<file path="src/rtl/reset_seq_pkg.sv">
// Shared types and width helpers for the ordered reset-release sequencer.
package reset_seq_pkg;

    typedef enum logic [1:0] {
        ASSERT = 2'd0,
        WAIT   = 2'd1,
        DONE   = 2'd2,
        FAULT  = 2'd3
    } reset_seq_state_t;

    // Counter must reach the largest limit without wrapping.
    function automatic int cnt_width(input int hold_cycles, input int ready_timeout,
                                     input int wdt_cycles);
        int m;
        m = hold_cycles;
        if (ready_timeout > m) m = ready_timeout;
        if (wdt_cycles > m) m = wdt_cycles;
        return $clog2(m + 1);
    endfunction

    function automatic int stage_width(input int stages);
        return (stages > 1) ? $clog2(stages) : 1;
    endfunction

endpackage

</file>
<file path="src/rtl/reset_sequencer_if.sv">
// Handshake bundle between the reset sequencer and its reset domains.
// Watchdog signals exist only when RESET_SEQ_WATCHDOG_EN is defined.
interface reset_sequencer_if #(
    parameter int STAGES = 4
) ();
    localparam int SW = reset_seq_pkg::stage_width(STAGES);

    logic              i_sw_reset;
    logic [STAGES-1:0] i_ready;
    logic [STAGES-1:0] o_reset;
    logic              o_done;
    logic              o_fault;
    logic [SW-1:0]     o_fault_stage;
`ifdef RESET_SEQ_WATCHDOG_EN
    logic              i_wdt_kick;
    logic              o_wdt_bite;

    modport master (output i_sw_reset, i_ready, i_wdt_kick,
                    input  o_reset, o_done, o_fault, o_fault_stage, o_wdt_bite);
    modport slave  (input  i_sw_reset, i_ready, i_wdt_kick,
                    output o_reset, o_done, o_fault, o_fault_stage, o_wdt_bite);
`else
    modport master (output i_sw_reset, i_ready,
                    input  o_reset, o_done, o_fault, o_fault_stage);
    modport slave  (input  i_sw_reset, i_ready,
                    output o_reset, o_done, o_fault, o_fault_stage);
`endif
endinterface

</file>
<file path="src/rtl/reset_seq_counter.sv">
// Clear/enable up-counter with terminal-count flag; saturates at limit-1.
module reset_seq_counter #(
    parameter int WIDTH = 8
) (
    input  logic             clk,
    input  logic             rst,
    input  logic             clr,
    input  logic             en,
    input  logic [WIDTH-1:0] limit,
    output logic             tc
);
    logic [WIDTH-1:0] count_r;

    assign tc = (count_r == (limit - WIDTH'(1)));

    // Count register: clear wins, holds once the terminal count is reached.
    always_ff @(posedge clk) begin
        if (rst || clr) begin
            count_r <= '0;
        end else if (en && !tc) begin
            count_r <= count_r + WIDTH'(1);
        end else begin
            count_r <= count_r;
        end
    end
endmodule

</file>
<file path="src/rtl/reset_sequencer.sv">
// Ordered per-domain reset release with ready handshakes and timeout fault.
// Optional watchdog in DONE enabled by defining RESET_SEQ_WATCHDOG_EN.
module reset_sequencer
    import reset_seq_pkg::*;
#(
    parameter int STAGES        = 4,
    parameter int HOLD_CYCLES   = 4,
    parameter int READY_TIMEOUT = 1024,
    parameter int WDT_CYCLES    = 1048576
) (
    input logic               i_clock,
    input logic               i_reset,
    reset_sequencer_if.slave  bus
);
`ifdef RESET_SEQ_WATCHDOG_EN
    localparam int CW = cnt_width(HOLD_CYCLES, READY_TIMEOUT, WDT_CYCLES);
`else
    localparam int CW = cnt_width(HOLD_CYCLES, READY_TIMEOUT, 1);
`endif
    localparam int SW = stage_width(STAGES);
    localparam logic [CW-1:0] HOLD_LIM   = CW'(HOLD_CYCLES);
    localparam logic [CW-1:0] TMO_LIM    = CW'(READY_TIMEOUT);
    localparam logic [SW-1:0] LAST_STAGE = SW'(STAGES - 1);

    reset_seq_state_t  state_r, state_s;
    logic [SW-1:0]     stage_r, stage_s;
    logic [STAGES-1:0] reset_r, reset_s;
    logic              done_r, done_s;
    logic              fault_r, fault_s;
    logic [SW-1:0]     fstage_r, fstage_s;
    logic              cnt_clr_s, cnt_en_s, cnt_tc_s;
    logic [CW-1:0]     cnt_limit_s;

    assign cnt_limit_s = (state_r == ASSERT) ? HOLD_LIM : TMO_LIM;

    reset_seq_counter #(.WIDTH(CW)) u_seq_cnt (
        .clk   (i_clock),
        .rst   (i_reset),
        .clr   (cnt_clr_s),
        .en    (cnt_en_s),
        .limit (cnt_limit_s),
        .tc    (cnt_tc_s)
    );

`ifdef RESET_SEQ_WATCHDOG_EN
    localparam logic [CW-1:0] WDT_LIM = CW'(WDT_CYCLES);
    logic wdt_tc_s, wdt_clr_s, bite_s, bite_r;

    assign wdt_clr_s = (state_r != DONE) || bus.i_wdt_kick;

    reset_seq_counter #(.WIDTH(CW)) u_wdt_cnt (
        .clk   (i_clock),
        .rst   (i_reset),
        .clr   (wdt_clr_s),
        .en    (1'b1),
        .limit (WDT_LIM),
        .tc    (wdt_tc_s)
    );
    assign bus.o_wdt_bite = bite_r;
`endif

    // Next-state logic; software restart outranks ready and timeout.
    always_comb begin
        state_s   = state_r;
        stage_s   = stage_r;
        done_s    = done_r;
        fault_s   = fault_r;
        fstage_s  = fstage_r;
        cnt_clr_s = 1'b0;
        cnt_en_s  = 1'b0;
`ifdef RESET_SEQ_WATCHDOG_EN
        bite_s    = 1'b0;
`endif
        if (bus.i_sw_reset) begin
            state_s   = ASSERT;
            stage_s   = '0;
            done_s    = 1'b0;
            fault_s   = 1'b0;
            fstage_s  = '0;
            cnt_clr_s = 1'b1;
        end else begin
            case (state_r)
                ASSERT: begin
                    if (cnt_tc_s) begin
                        state_s   = WAIT;
                        stage_s   = '0;
                        cnt_clr_s = 1'b1;
                    end else begin
                        cnt_en_s  = 1'b1;
                    end
                end
                WAIT: begin
                    if (bus.i_ready[stage_r]) begin
                        cnt_clr_s = 1'b1;
                        if (stage_r == LAST_STAGE) begin
                            state_s = DONE;
                            done_s  = 1'b1;
                        end else begin
                            stage_s = stage_r + SW'(1);
                        end
                    end else if (cnt_tc_s) begin
                        state_s   = FAULT;
                        fault_s   = 1'b1;
                        fstage_s  = stage_r;
                        cnt_clr_s = 1'b1;
                    end else begin
                        cnt_en_s  = 1'b1;
                    end
                end
                DONE: begin
`ifdef RESET_SEQ_WATCHDOG_EN
                    if (wdt_tc_s && !bus.i_wdt_kick) begin
                        state_s   = ASSERT;
                        stage_s   = '0;
                        done_s    = 1'b0;
                        fault_s   = 1'b0;
                        fstage_s  = '0;
                        cnt_clr_s = 1'b1;
                        bite_s    = 1'b1;
                    end else begin
                        done_s    = 1'b1;
                    end
`else
                    done_s = 1'b1;
`endif
                end
                FAULT: begin
                    fault_s = 1'b1;
                end
                default: begin
                    state_s   = ASSERT;
                    stage_s   = '0;
                    done_s    = 1'b0;
                    fault_s   = 1'b0;
                    fstage_s  = '0;
                    cnt_clr_s = 1'b1;
                end
            endcase
        end

        // o_reset is derived only from (state, stage), so it is always a thermometer code.
        reset_s = '1;
        for (int j = 0; j < STAGES; j++) begin
            case (state_s)
                ASSERT:  reset_s[j] = 1'b1;
                WAIT:    reset_s[j] = (j <= int'(stage_s)) ? 1'b0 : 1'b1;
                DONE:    reset_s[j] = 1'b0;
                FAULT:   reset_s[j] = (j < int'(stage_s)) ? 1'b0 : 1'b1;
                default: reset_s[j] = 1'b1;
            endcase
        end
    end

    // State and output registers; i_reset overrides everything.
    always_ff @(posedge i_clock) begin
        if (i_reset) begin
            state_r  <= ASSERT;
            stage_r  <= '0;
            reset_r  <= '1;
            done_r   <= 1'b0;
            fault_r  <= 1'b0;
            fstage_r <= '0;
`ifdef RESET_SEQ_WATCHDOG_EN
            bite_r   <= 1'b0;
`endif
        end else begin
            state_r  <= state_s;
            stage_r  <= stage_s;
            reset_r  <= reset_s;
            done_r   <= done_s;
            fault_r  <= fault_s;
            fstage_r <= fstage_s;
`ifdef RESET_SEQ_WATCHDOG_EN
            bite_r   <= bite_s;
`endif
        end
    end

    assign bus.o_reset       = reset_r;
    assign bus.o_done        = done_r;
    assign bus.o_fault       = fault_r;
    assign bus.o_fault_stage = fstage_r;
endmodule
</file>
<file path="src/flat_wrapper.sv">
// flat-port wrapper written by rule: the top's interface ports become plain ports
module reset_sequencer_flat import reset_seq_pkg::*;
#(
    parameter int STAGES        = 4,
    parameter int HOLD_CYCLES   = 4,
    parameter int READY_TIMEOUT = 1024,
    parameter int WDT_CYCLES    = 1048576
)
  (i_clock, i_reset, bus_i_sw_reset, bus_i_ready, bus_o_reset, bus_o_done, bus_o_fault, bus_o_fault_stage);
  reset_sequencer_if #(.STAGES(STAGES)) bus_i ();
  input logic i_clock;
  input logic i_reset;
  input wire logic [$bits(bus_i.i_sw_reset)-1:0] bus_i_sw_reset;
  input wire logic [$bits(bus_i.i_ready)-1:0] bus_i_ready;
  output wire logic [$bits(bus_i.o_reset)-1:0] bus_o_reset;
  output wire logic [$bits(bus_i.o_done)-1:0] bus_o_done;
  output wire logic [$bits(bus_i.o_fault)-1:0] bus_o_fault;
  output wire logic [$bits(bus_i.o_fault_stage)-1:0] bus_o_fault_stage;
  assign bus_i.i_sw_reset = bus_i_sw_reset;
  assign bus_i.i_ready = bus_i_ready;
  assign bus_o_reset = bus_i.o_reset;
  assign bus_o_done = bus_i.o_done;
  assign bus_o_fault = bus_i.o_fault;
  assign bus_o_fault_stage = bus_i.o_fault_stage;
  reset_sequencer #(.STAGES(STAGES), .HOLD_CYCLES(HOLD_CYCLES), .READY_TIMEOUT(READY_TIMEOUT), .WDT_CYCLES(WDT_CYCLES)) u_core (.i_clock(i_clock), .i_reset(i_reset), .bus(bus_i));
endmodule
</file>
<file path="config.mk">
export PLATFORM = sky130hd
export DESIGN_NAME = reset_sequencer_flat
export DESIGN_NICKNAME = d
export VERILOG_FILES = /design/src/rtl/reset_seq_pkg.sv /design/src/rtl/reset_sequencer_if.sv /design/src/rtl/reset_seq_counter.sv /design/src/rtl/reset_sequencer.sv /design/src/flat_wrapper.sv
export SDC_FILE = /design/constraint.sdc
export NUM_CORES = 1
export LEC_CHECK = 0
export BUFFER_PORTS_ARGS = -buffer_cell sky130_fd_sc_hd__buf_2
export CORE_UTILIZATION = 44
export DETAILED_ROUTE_END_ITERATION = 8
export PLACE_DENSITY = 0.61
export SYNTH_ARGS = -nofsm -noshare
export SYNTH_HDL_FRONTEND = slang
export SYNTH_SLANG_ARGS = --single-unit
</file>
<file path="constraint.sdc">
create_clock -name i_clock -period 4.7 [get_ports i_clock]
set_input_delay 0 -clock i_clock [delete_from_list [all_inputs] [get_ports i_clock]]
set_output_delay 0 -clock i_clock [all_outputs]
set_load 0.005 [all_outputs]
</file>
# == Yosys cells after proc, flatten, opt, wreduce, memory -nomap -nowiden ==
# Index checks and enable logic that the tools add are counted.
# word_totals
out_inout_bits,8
n_memories,0
mem_bits_rw,0
mem_bits_ro,0
latchBits,0
inputBits,7
ff_bits,23
# op_classes
n_mul,0
n_reduce_logical,13
muxes,38
n_addsub,3
eq_ne,12
n_div,0
shifts,0
n_lt_le_gt_ge,7
bitwise_logic,1
# ops
operator,count
2-bit two-way mux,9
1-bit two-way mux,17
"11-bit by 1-bit adder with 11-bit output, second input constant",1
11-bit equality test,1
11-bit two-way mux,1
"11-bit by 1-bit subtractor with 11-bit output, second input constant",1
"2-bit equality test, second input constant",5
3-bit AND reduction,3
1-bit case mux with 2 select lines,4
1-bit case mux with 4 select lines,2
2-bit case mux with 2 select lines,2
1-bit case mux with 3 select lines,2
2-bit OR reduction,3
"2-bit by 1-bit equality test with 1-bit output, second input constant",2
"2-bit <= comparator, first input constant",2
2-bit zero test,2
"1-bit by 2-bit less-than comparator with 1-bit output, first input constant",2
"2-bit by 1-bit inequality test with 1-bit output, second input constant",2
"2-bit inequality test, second input constant",2
2-bit nonzero test,2
"2-bit by 3-bit less-than comparator with 1-bit output, second input constant",1
"2-bit by 1-bit adder with 2-bit output, second input constant",1
1-bit binary-select mux with 2-bit select,1
"1-bit by 2-bit <= comparator with 1-bit output, first input constant",1
other kinds (5),5

# == Logic depth before layout (Yosys ltp) ==
# Gate-level depths: netlist (run 1).
# depth
ltp_word,11
depth_mapped,11

# == By module ==
# From an unflattened synthesis (run 1), not the netlist that was laid out.
# hier_totals
cells_unflattened,207
area_unflattened_um2,1676.6
# modules_own_cells
mod,area_each_um2,instances,seq_area_each_um2,cells_per_inst
reset_seq_counter,959.7,1,220.2,121
reset_sequencer,716.9,1,240.2,86

# == Least setup slack after synthesis (run 1) ==
# OpenSTA, ideal clock, no wires.
# synth_timing
path_kind,register -> register
startpoint,register u_core.state_r[0]
endpoint,register u_core.reset_r[2] (netlist: u_core.bus.o_reset[2])
setup_time_ns,0.120
required_ns,4.580
n_path_buf,0
stages_incl_launch_ff,10
slack_ns,2.145
synth_period_minus_slack_ns,2.555
t_arrival_ns,2.435
cell_sequence,dfxtp_1 > inv_1 > ha_1 > or4_1 > nand2_1 > a222oi_1 > or2_2 > ha_1 > or2_2 > a211o_1
# synth_via
elab_chain_len,10
# synth_lines
element,line_no,source
start: declaration,reset_sequencer.sv:25,"reset_seq_state_t state_r, state_s;"
start signal: assignment,reset_sequencer.sv:167,state_r <= state_s;
2-bit zero test,"reset_sequencer.sv:34, reset_sequencer.sv:82",
11-bit two-way mux,reset_sequencer.sv:34,assign cnt_limit_s = (state_r == ASSERT) ? HOLD_LIM : TMO_LIM;
11-bit by 1-bit subtractor with 11-bit output,reset_seq_counter.sv:14,assign tc = (count_r == (limit - WIDTH'(1)));
11-bit equality test,reset_seq_counter.sv:14,
"2-bit two-way mux, on equally long branches","reset_sequencer.sv:84, reset_sequencer.sv:101",
2-bit case mux with 2 select lines / 2-bit two-way mux (equally long branches),"reset_sequencer.sv:82, reset_sequencer.sv:93",
2-bit two-way mux / 2-bit case mux with 2 select lines (equally long branches),"reset_sequencer.sv:74, reset_sequencer.sv:82",
"2-bit less-than comparator, or another cell as far along",reset_sequencer.sv:148,FAULT: reset_s[j] = (j < int'(stage_s)) ? 1'b0 : 1'b1;
"1-bit two-way mux, or another cell as far along",reset_sequencer.sv:148,
1-bit case mux with 4 select lines *,reset_sequencer.sv:144,case (state_s)
end signal: assignment,reset_sequencer.sv:169,reset_r <= reset_s;
end: declaration,reset_sequencer.sv:27,"logic [STAGES-1:0] reset_r, reset_s;"
# Every way passes the cells marked *; elsewhere a longest branch is shown, timed or not.
# A chain may end at the register's enable or synchronous reset.

# == Worst setup path in the final report (run 1) ==
# Same ends and word-level chain as after synthesis.

==> results, run 1 <==
- The share of the Yosys chip area taken by registers is 0.357.
- The proportion of layout cells with a drive suffix above 1 is 0.171.
- Summing all multi-input logic gate instances after layout gives 764 um^2.
- TritonCTS built the clock tree.
- Setup violations remaining at the end of the flow were counted as 0.
- In the routed design, unresolved DRC markers number 0.
- The leakage power is 0.537 nW.
- The worst flop-to-flop path endpoint is u_core.bus.o_reset[2].
- The final critical delay including setup and external delays is 2.72 ns.
- In this run the critical register-to-register path is launched from u_core.state_r[0].
- The placed instances occupy a cell area of 1360 um^2.
- The element type at the critical path start is a flop.
- The number of different library cells in the post-synthesis netlist is 39.
- A synthesized cell averages 8.48 um^2.
- The initialized floorplan defines 19 standard-cell rows.
- Setup repair after global routing left no endpoint under its margin.
- Traced cell by cell, the critical path runs through inv_1 > ha_1 > or4_1 > nand2_1 > a222oi_1 > or2_2 > ha_1 > or2_2 > a211o_1.
- The first detailed-routing pass ran for 4 iterations.
- The worst register-to-register path has a setup slack of 1.98 ns.
- The number of clock sinks seen by CTS is 23.
- The via count of the first global-routing pass is 1,009.
- The total congestion overflow after global routing is 0.
- The floorplan step defined a die boundary enclosing 3150 um^2.
- The filler cells instantiated in the layout total 295.
- The length in cells of the worst reg-to-reg path is 9.
- The initial utilization of the core area, before any placement, comes to 0.467.
- The kind of path behind the tightest hold check is input pin to flop.
- The count of pins over their slew limit is 0.
- The number of cells after detailed placement is 190.
- Registers take 460 um^2.
- Of the post-synthesis cell area, the dominant cell type holds 0.357.
- 0 antenna diodes ended up in the layout.
- The peak supply drop is 0.157 mV.
- After clock tree synthesis, the clock-pin slew on the worst setup and hold paths is 0.13 ns.
- The clock insertion delay at the later pin of the skew report is 0.31 ns.
- Summed over all layers, the routed wires come to 2510 um.
- The number of synthesized flops with an enable pin is 0.
- The first routing iteration left 86 violations.
- The clock skew after layout is 0.00402 ns.
- The number of top-level pins is 15.
- The async set or reset register ratio after synthesis is 0.
- The height of the chip is 56.1 um.
- Routability-driven placement finished with a final weighted congestion of 0.852.
- In the finished design, the share of the clock period the worst path needs comes to 0.579.
- The first global-routing pass estimated 4330 um of wire.
- The post-detailed-placement half-perimeter wirelength is 1900 um.
- Across the run, the number of max-cap violations was 0.
- Compared with the post-synthesis result, the final layout area differs by 8.16%.
- Post-CTS timing repair inserted 0 buffers for setup.
- The number of antenna-violating nets in the routed design is 0.
- The floorplan step defined a core boundary enclosing 2760 um^2.
- The path with the worst hold slack has its endpoint at u_core.state_r[1].
- The flow ran to the end, and the final reports show no timing, DRC or antenna violations.
- In the post-synthesis netlist, the biggest area contributors are sky130_fd_sc_hd__dfxtp_1 (36%), sky130_fd_sc_hd__ha_1 (5.8%), sky130_fd_sc_hd__xor2_1 (4.8%).
- The die outline width is 56.1 um.
- The critical path endpoint category is a flop.
- The count of final hold-check violations is 0.
- The finished cells cover 1390 um^2.
- The slowest cell on the critical path is sky130_fd_sc_hd__or4_1.
- During synthesis, Yosys emitted a total of 0 warnings.
- In this run the deepest clock path goes through 2 buffers.
- The measured slew at the worst slew-check pin is 0.458 ns.
- The number of nets handed over by synthesis was 165.
- Data arrives at the worst endpoint at 2.94 ns.
- The routed design uses 1180 um of met2 wire.
- The count of cells along the worst hold path is 3.
- The most used flip-flop cell after synthesis is sky130_fd_sc_hd__dfxtp_1.
- During placement, the flow inserted port buffers numbering 14.
- In this run the number of H-tree levels came out at 1.
- The cell area after synthesis is 1290 um^2.
- The number of standard cells after synthesis is 152.
- The worst slew margin relative to its limit is 0.694.
- For this design the ratio of total power to cell area is 218 nW/um^2.
- The final non-filler cell total is 195.
- The post-route setup TNS is 0 ns.
- Power comes to 0.304 mW.
- The maximum number of pins on one net before global-route repair is 14.
- Clock tree synthesis selected as its root buffer the cell sky130_fd_sc_hd__clkbuf_4.
- The number of buffers added by the clock tree synthesis step is 3.
- The via count is 1,116.
- In this design, the stage delay of the slowest critical-path cell is 0.57 ns.
- Once layout is complete, the utilization of the core stands at 0.505.
- After detailed routing, the met3 layer carries 90 um of wire.
- The total routing usage reported by global routing is 0.170.
- For this block, wires on met1 add up to 1190 um.
- The number of synthesized register bits is 23.
- The number of vias per cell after detailed routing is 5.72.
- The critical hold path startpoint is bus_i_sw_reset.
- The maximum net fanout on the critical path is 8.
- Derived from the worst setup path, the maximum achievable clock frequency is 368 MHz.
- The post-detailed-route wirelength per cell is 12.9 um.
- The cell accounting for the most synthesized area is sky130_fd_sc_hd__dfxtp_1.
- The required arrival time at the worst endpoint is 4.92 ns.
- The uppermost layer routed is met4.
- The initial antenna violation count is 0.
- The critical path is of the flop to flop type.
- The net count of the finished layout is 178.
-- how the worst max path moves through the flow --
stage / depth (start not counted) / to / slack, ns / startpoint
final: 9 / u_core.bus.o_reset[2] / 1.98 / u_core.state_r[0]
after global routing: 9 / u_core.bus.o_reset[2] / 1.76 / u_core.u_seq_cnt.count_r[0]
after CTS: 9 / u_core.bus.o_reset[2] / 1.98 / u_core.state_r[0]
after detailed placement: 9 / u_core.bus.o_reset[2] / 2.01 / u_core.state_r[0]
after global placement: 9 / u_core.bus.o_reset[2] / 2.05 / u_core.state_r[0]
after floorplan: 9 / u_core.bus.o_reset[2] / 2.14 / u_core.state_r[0]
-- final cells by class --
type / instances / share of cell area
clock inverters: 1 / 0.00359
well taps: 31 / 0.0278
clock buffers: 3 / 0.0162
multi-input cells: 116 / 0.548
inverters: 6 / 0.0162
flip-flops and latches: 23 / 0.330
repair buffers: 15 / 0.0575
-- per-layer routing --
metal | track usage | vias up
li1 | - | 567
met4 | 0.0732 | 0
met3 | 0.0209 | 7
met5 | 0 | -
met2 | 0.279 | 23
met1 | 0.225 | 519
-- state kept, by name (all words and copies together), names as in the netlist --
name / flops
u_core.stage_r: 2
u_core.bus.o_done: 1
u_core.bus.o_fault_stage: 2
u_core.bus.o_fault: 1
u_core.state_r: 2
u_core.u_seq_cnt.count_r: 11
u_core.bus.o_reset: 4
-- layout by cell type (no fill, tap or decap), types with 4 or more instances in the layout --
master,count
sky130_fd_sc_hd__nand3_1,9
sky130_fd_sc_hd__or2_2,4
sky130_fd_sc_hd__nand2_1,8
sky130_fd_sc_hd__dfxtp_1,23
sky130_fd_sc_hd__inv_1,6
sky130_fd_sc_hd__nor2_1,16
sky130_fd_sc_hd__nand4_1,4
sky130_fd_sc_hd__ha_1,6
sky130_fd_sc_hd__a21oi_1,12
sky130_fd_sc_hd__buf_2,14
sky130_fd_sc_hd__and3_1,6
sky130_fd_sc_hd__o21ai_0,6
sky130_fd_sc_hd__xor2_1,7
-- critical path, delay by kind of cell (launching register included) --
family / cells / cell delay [ns]
compound gates: 2 / 0.38
simple gates: 4 / 1.27
flops: 1 / 0.44
buf+inv: 1 / 0.07
fa+ha+maj: 2 / 0.48
-- cell families (layout without fill, tap and decap cells) --
| group | after synthesis | count (layout) | share of synthesized area |
|---|---|---|---|
| xor+xnor | 7 | 7 | 0.0476 |
| buf+inv | 13 | 25 | 0.0495 |
| simple gates | 66 | 66 | 0.280 |
| flops | 23 | 23 | 0.357 |
| mux | 5 | 5 | 0.0495 |
| compound gates | 32 | 32 | 0.158 |
| fa+ha+maj | 6 | 6 | 0.0583 |
-- what timing repair did --
item / in CTS / in global routing
gates resized for setup: 0 / 0
endpoints found under the hold margin: 3 / 0
hold buffers: 1 / 0
-- synth_stat cells (all sizes together), types with 2 or more instances --
library cell  instances
o21a                  3
nor4                  3
nand2b                3
ha                    6
nor2                 17
buf                   2
inv                   6
and3                  6
nor3                  2
a211o                 2
dfxtp                23
nand3                10
o31ai                 2
nand2                 8
xor2                  7
or4                   2
nand4                 4
mux2i                 3
or3                   2
o21ai                 8
clkbuf                5
or2                   4
a21oi                12
-- where the power goes --
group	leakage [nW]	total, mW	switching [mW]	internal (mW)
logic	0.334	0.0147	0.00892	0.00578
registers	0.186	0.196	0.000683	0.196
clock network	0.0177	0.0926	0.0607	0.0318
total	0.537	0.304	0.0703	0.233
-- through the flow --
step	hold WS, ns	worst slack (ns)
after detailed placement	0.244	2.01
after floorplan	0.0724	2.14
final	0.0825	1.98
after CTS	0.0722	1.98
after global placement	0.243	2.05
after global routing	0.111	1.76
(Power assumes the default switching activity.)
==> run 2: changes to the inputs <==
--- a/config.mk
+++ b/config.mk
@@ -8,7 +8,7 @@
 export BUFFER_PORTS_ARGS = -buffer_cell sky130_fd_sc_hd__buf_2
 export CORE_UTILIZATION = 44
 export DETAILED_ROUTE_END_ITERATION = 8
-export PLACE_DENSITY = 0.61
+export PLACE_DENSITY = 0.63
 export SYNTH_ARGS = -nofsm -noshare
 export SYNTH_HDL_FRONTEND = slang
 export SYNTH_SLANG_ARGS = --single-unit
==> constraint.sdc (replaced) <==
create_clock -name i_clock -period 2.3 [get_ports i_clock]
set_input_delay 0 -clock i_clock [delete_from_list [all_inputs] [get_ports i_clock]]
set_output_delay 0 -clock i_clock [all_outputs]
set_load 0.005 [all_outputs]
==> run 2 against run 1 <==
Compared with the run above:
- the flow now finishes with violations (setup timing)
- sequential share of layout area down 5.1 points
- global-route usage up 3.2 points
- maximum frequency up 17%
- critical path depth unchanged
- die area unchanged
- routed wire length up 20%
- hold slack better by 0.016 ns
- sequential cell count unchanged
- critical endpoint is now u_core.bus.o_reset[1]
- largest power group unchanged
==> results, run 2 (synthesized netlist as in run 1, its figures left out) <==
- The run finished, with violations left.
- The final reports fail on setup timing.
- The cell-internal power is 0.480 mW.
- The clock insertion delay at the later pin of the skew report is 0.31 ns.
- At the end of routability-driven placement, the weighted congestion stood at 0.851.
- The critical path is of the flop to flop type.
- In this run the number of H-tree levels came out at 1.
- The CTS tree is done.
- The element type at the critical path start is a flop.
- The number of buffers inserted by port buffering is 14.
- During I/O placement, the number of pins put on the boundary was 15.
- Summing all multi-input logic gate instances after layout gives 852 um^2.
- In this run the core area contains 19 standard-cell rows.
- Of the available clock period, the critical path in the final layout requires 1.01.
- Across the run, the number of max-cap violations was 0.
- The die outline width is 56.1 um.
- Setup repair after global routing could not meet its margin everywhere.
- The first detailed-routing pass took 4 iterations.
- The via count of the first global-routing pass is 1,176.
- The worst pin sits at a relative slew slack of 0.681.
- The count of pins over their slew limit is 0.
- The worst endpoint data arrival time is 2.54 ns.
- For this configuration, the core starts out at a cell density of 0.467.
- The number of fill cells in the layout is 248.
- Compared with the post-synthesis result, the final layout area differs by 30.5%.
- Ranked by flip-flop count, first place goes to u_core.u_seq_cnt.count_r.
- In this run the worst path has a maximum fanout of 3.
- Dividing the detail-routed wire length by the instance count gives 13.6 um.
- Global routing finished with a remaining overflow of 0.
- The post-detailed-placement half-perimeter wirelength is 2280 um.
- The global-route wire length before repair is 5040 um.
- The switching power of the nets is 0.143 mW.
- Based on the critical path, the design can be clocked at up to 430 MHz.
- The combinational fraction of design power is 0.057.
- The area of the placeable core is 2760 um^2.
- After routing the design area is 1680 um^2.
- The clock skew after layout is 0.00282 ns.
- The proportion of layout cells with a drive suffix above 1 is 0.397.
- The peak supply drop is 0.369 mV.
- Using the TritonRoute via totals, the vias-per-cell ratio works out to 5.58.
- After detailed placement, the total cell area comes to 1580 um^2.
- The critical path endpoint category is a flop.
- The measured slew at the worst slew-check pin is 0.477 ns.
- The kind of path behind the tightest hold check is input pin to flop.
- The library cell used most frequently in the layout, excluding fill and tap cells, is sky130_fd_sc_hd__buf_4.
- The part of the power in registers is 0.644.
- Once routing completed, OpenROAD measured the worst setup slack at -0.0258 ns.
- The final layout contains routed wiring with a total length of 3000 um.
- In the final design database the tool counted 203 nets.
- After detailed routing, the number of remaining DRC violations is 0.
- Clock-pin slew was measured on the worst setup and hold paths at 0.13 ns.
- In this run, CTS created clock tree buffers numbering 3.
- The die area is 3150 um^2.
- The required arrival time at the worst endpoint is 2.51 ns.
- The final worst hold slack is 0.0986 ns.
- The routed layout has 1,228 vias.
- The register with the most flip-flops in the layout has 11 of them.
- The top cell types in the final layout, fill and taps aside, are sky130_fd_sc_hd__buf_4 (24), sky130_fd_sc_hd__nor2_1 (16), sky130_fd_sc_hd__dfxtp_1 (16).
- Once detail routing completed, the nets flagged for antenna violations numbered 0.
- Summed over all cells, the static leakage comes to 0.671 nW.
- The clock share of power is 0.299.
- The maximum number of pins on one net before global-route repair is 14.
- In this run the deepest clock path goes through 2 buffers.
- The setup-violating endpoint count in the final report is 1.
- The power density over cell area is 370 nW/um^2.
- For the finished layout, the period the worst path requires is 2.33 ns.
- The total routing usage reported by global routing is 0.202.
- The count of final hold-check violations came to 0.
- The switching share of power is 0.229.
- The sequential standard cell area is 469 um^2.
- The buffer cell driving the clock tree root is sky130_fd_sc_hd__clkbuf_4.
- The repair_antennas step left the layout with diodes totalling 0.
- The initial antenna violation count is 0.
- For this design, the sink count on the clock tree is 23.
- The height of the chip is 56.1 um.
- The detailed router finished its first iteration with 42 violations.
==> run 2: cell types whose count changed in the layout (fill, tap and decap cells not counted), sizes merged <==
cell / change
buf: +25
==> run 2: worst max-delay path: stages, from the launching register on <==
cell and delay (ns):
sky130_fd_sc_hd__dfxtp_2 0.37, sky130_fd_sc_hd__ha_4 0.16, sky130_fd_sc_hd__nand2b_4 0.05, sky130_fd_sc_hd__or4_4 0.55
sky130_fd_sc_hd__nand2_2 0.08, sky130_fd_sc_hd__a222oi_1 0.09, sky130_fd_sc_hd__or2_4 0.29, sky130_fd_sc_hd__ha_4 0.16
sky130_fd_sc_hd__or2_4 0.22, sky130_fd_sc_hd__a221o_1 0.25
==> run 2: power groups by stage <==
| stage | clock network [mW] | logic (mW) | registers [mW] |
|---|---|---|---|
| 6_report | 0.186 | 0.0356 | 0.401 |
| 5_1_grt | 0.207 | 0.0396 | 0.402 |
| 4_1_cts | 0.195 | 0.0355 | 0.401 |
| 3_5_place_dp | 0 | 0.0339 | 0.410 |
| 3_3_place_gp | 0 | 0.0326 | 0.410 |
| 2_1_floorplan | 0 | 0.0191 | 0.410 |
==> run 2: cell type report <==
type | count | share of cell area
clock buffer | 3 | 0.0134
sequential | 23 | 0.279
tap | 31 | 0.0231
inverter | 6 | 0.0134
multi-input combinational | 116 | 0.507
clock inverter | 1 | 0.00298
timing repair buffer | 40 | 0.161
==> run 2: stage by stage <==
| stage | utilization | worst slack [ns] | power, mW | cells | setup TNS, ns |
|---|---|---|---|---|---|
| after floorplan | - | 0.000679 | 0.430 | 152 | 0 |
| after global placement | 0.572 | -0.0350 | 0.443 | 213 | -0.0673 |
| after detailed placement | 0.572 | -0.0340 | 0.444 | 213 | -0.0626 |
| after CTS | 0.594 | 0.00671 | 0.632 | 219 | 0 |
| after global routing | 0.610 | -0.0912 | 0.649 | 220 | -0.193 |
| final | 0.610 | -0.0258 | 0.623 | 220 | -0.0258 |
==> run 2: metal layers <==
layer / vias to the layer above / GRT usage / wire length (um)
li1: 620 / - / -
met1: 572 / 0.245 / 1360
met2: 26 / 0.352 / 1470
met3: 10 / 0.0279 / 92
met4: 0 / 0.0941 / 75
met5: - / 0 / 0
==> run 2: timing repair <==
action                     in CTS  in global routing
pin swaps                       5                 13
setup buffers                   1                  1
gates cloned                    0                  0
hold endpoints to repair        3                  0
hold buffers                    1                  0
resized for setup               5                 10
setup endpoints to repair       2                  4
==> run 2: final timing paths <==
| path | cells after the start | to | startpoint | slack (ns) |
|---|---|---|---|---|
| setup / recovery | 9 | u_core.bus.o_reset[1] | u_core.u_seq_cnt.count_r[0] | -0.03 |
| hold / removal | 3 | u_core.state_r[1] | bus_i_sw_reset | 0.1 |
| setup reg to reg | 9 | u_core.bus.o_reset[1] | u_core.u_seq_cnt.count_r[0] | -0.03 |
| hold reg to reg | 2 | u_core.bus.o_done | u_core.bus.o_done | 0.49 |
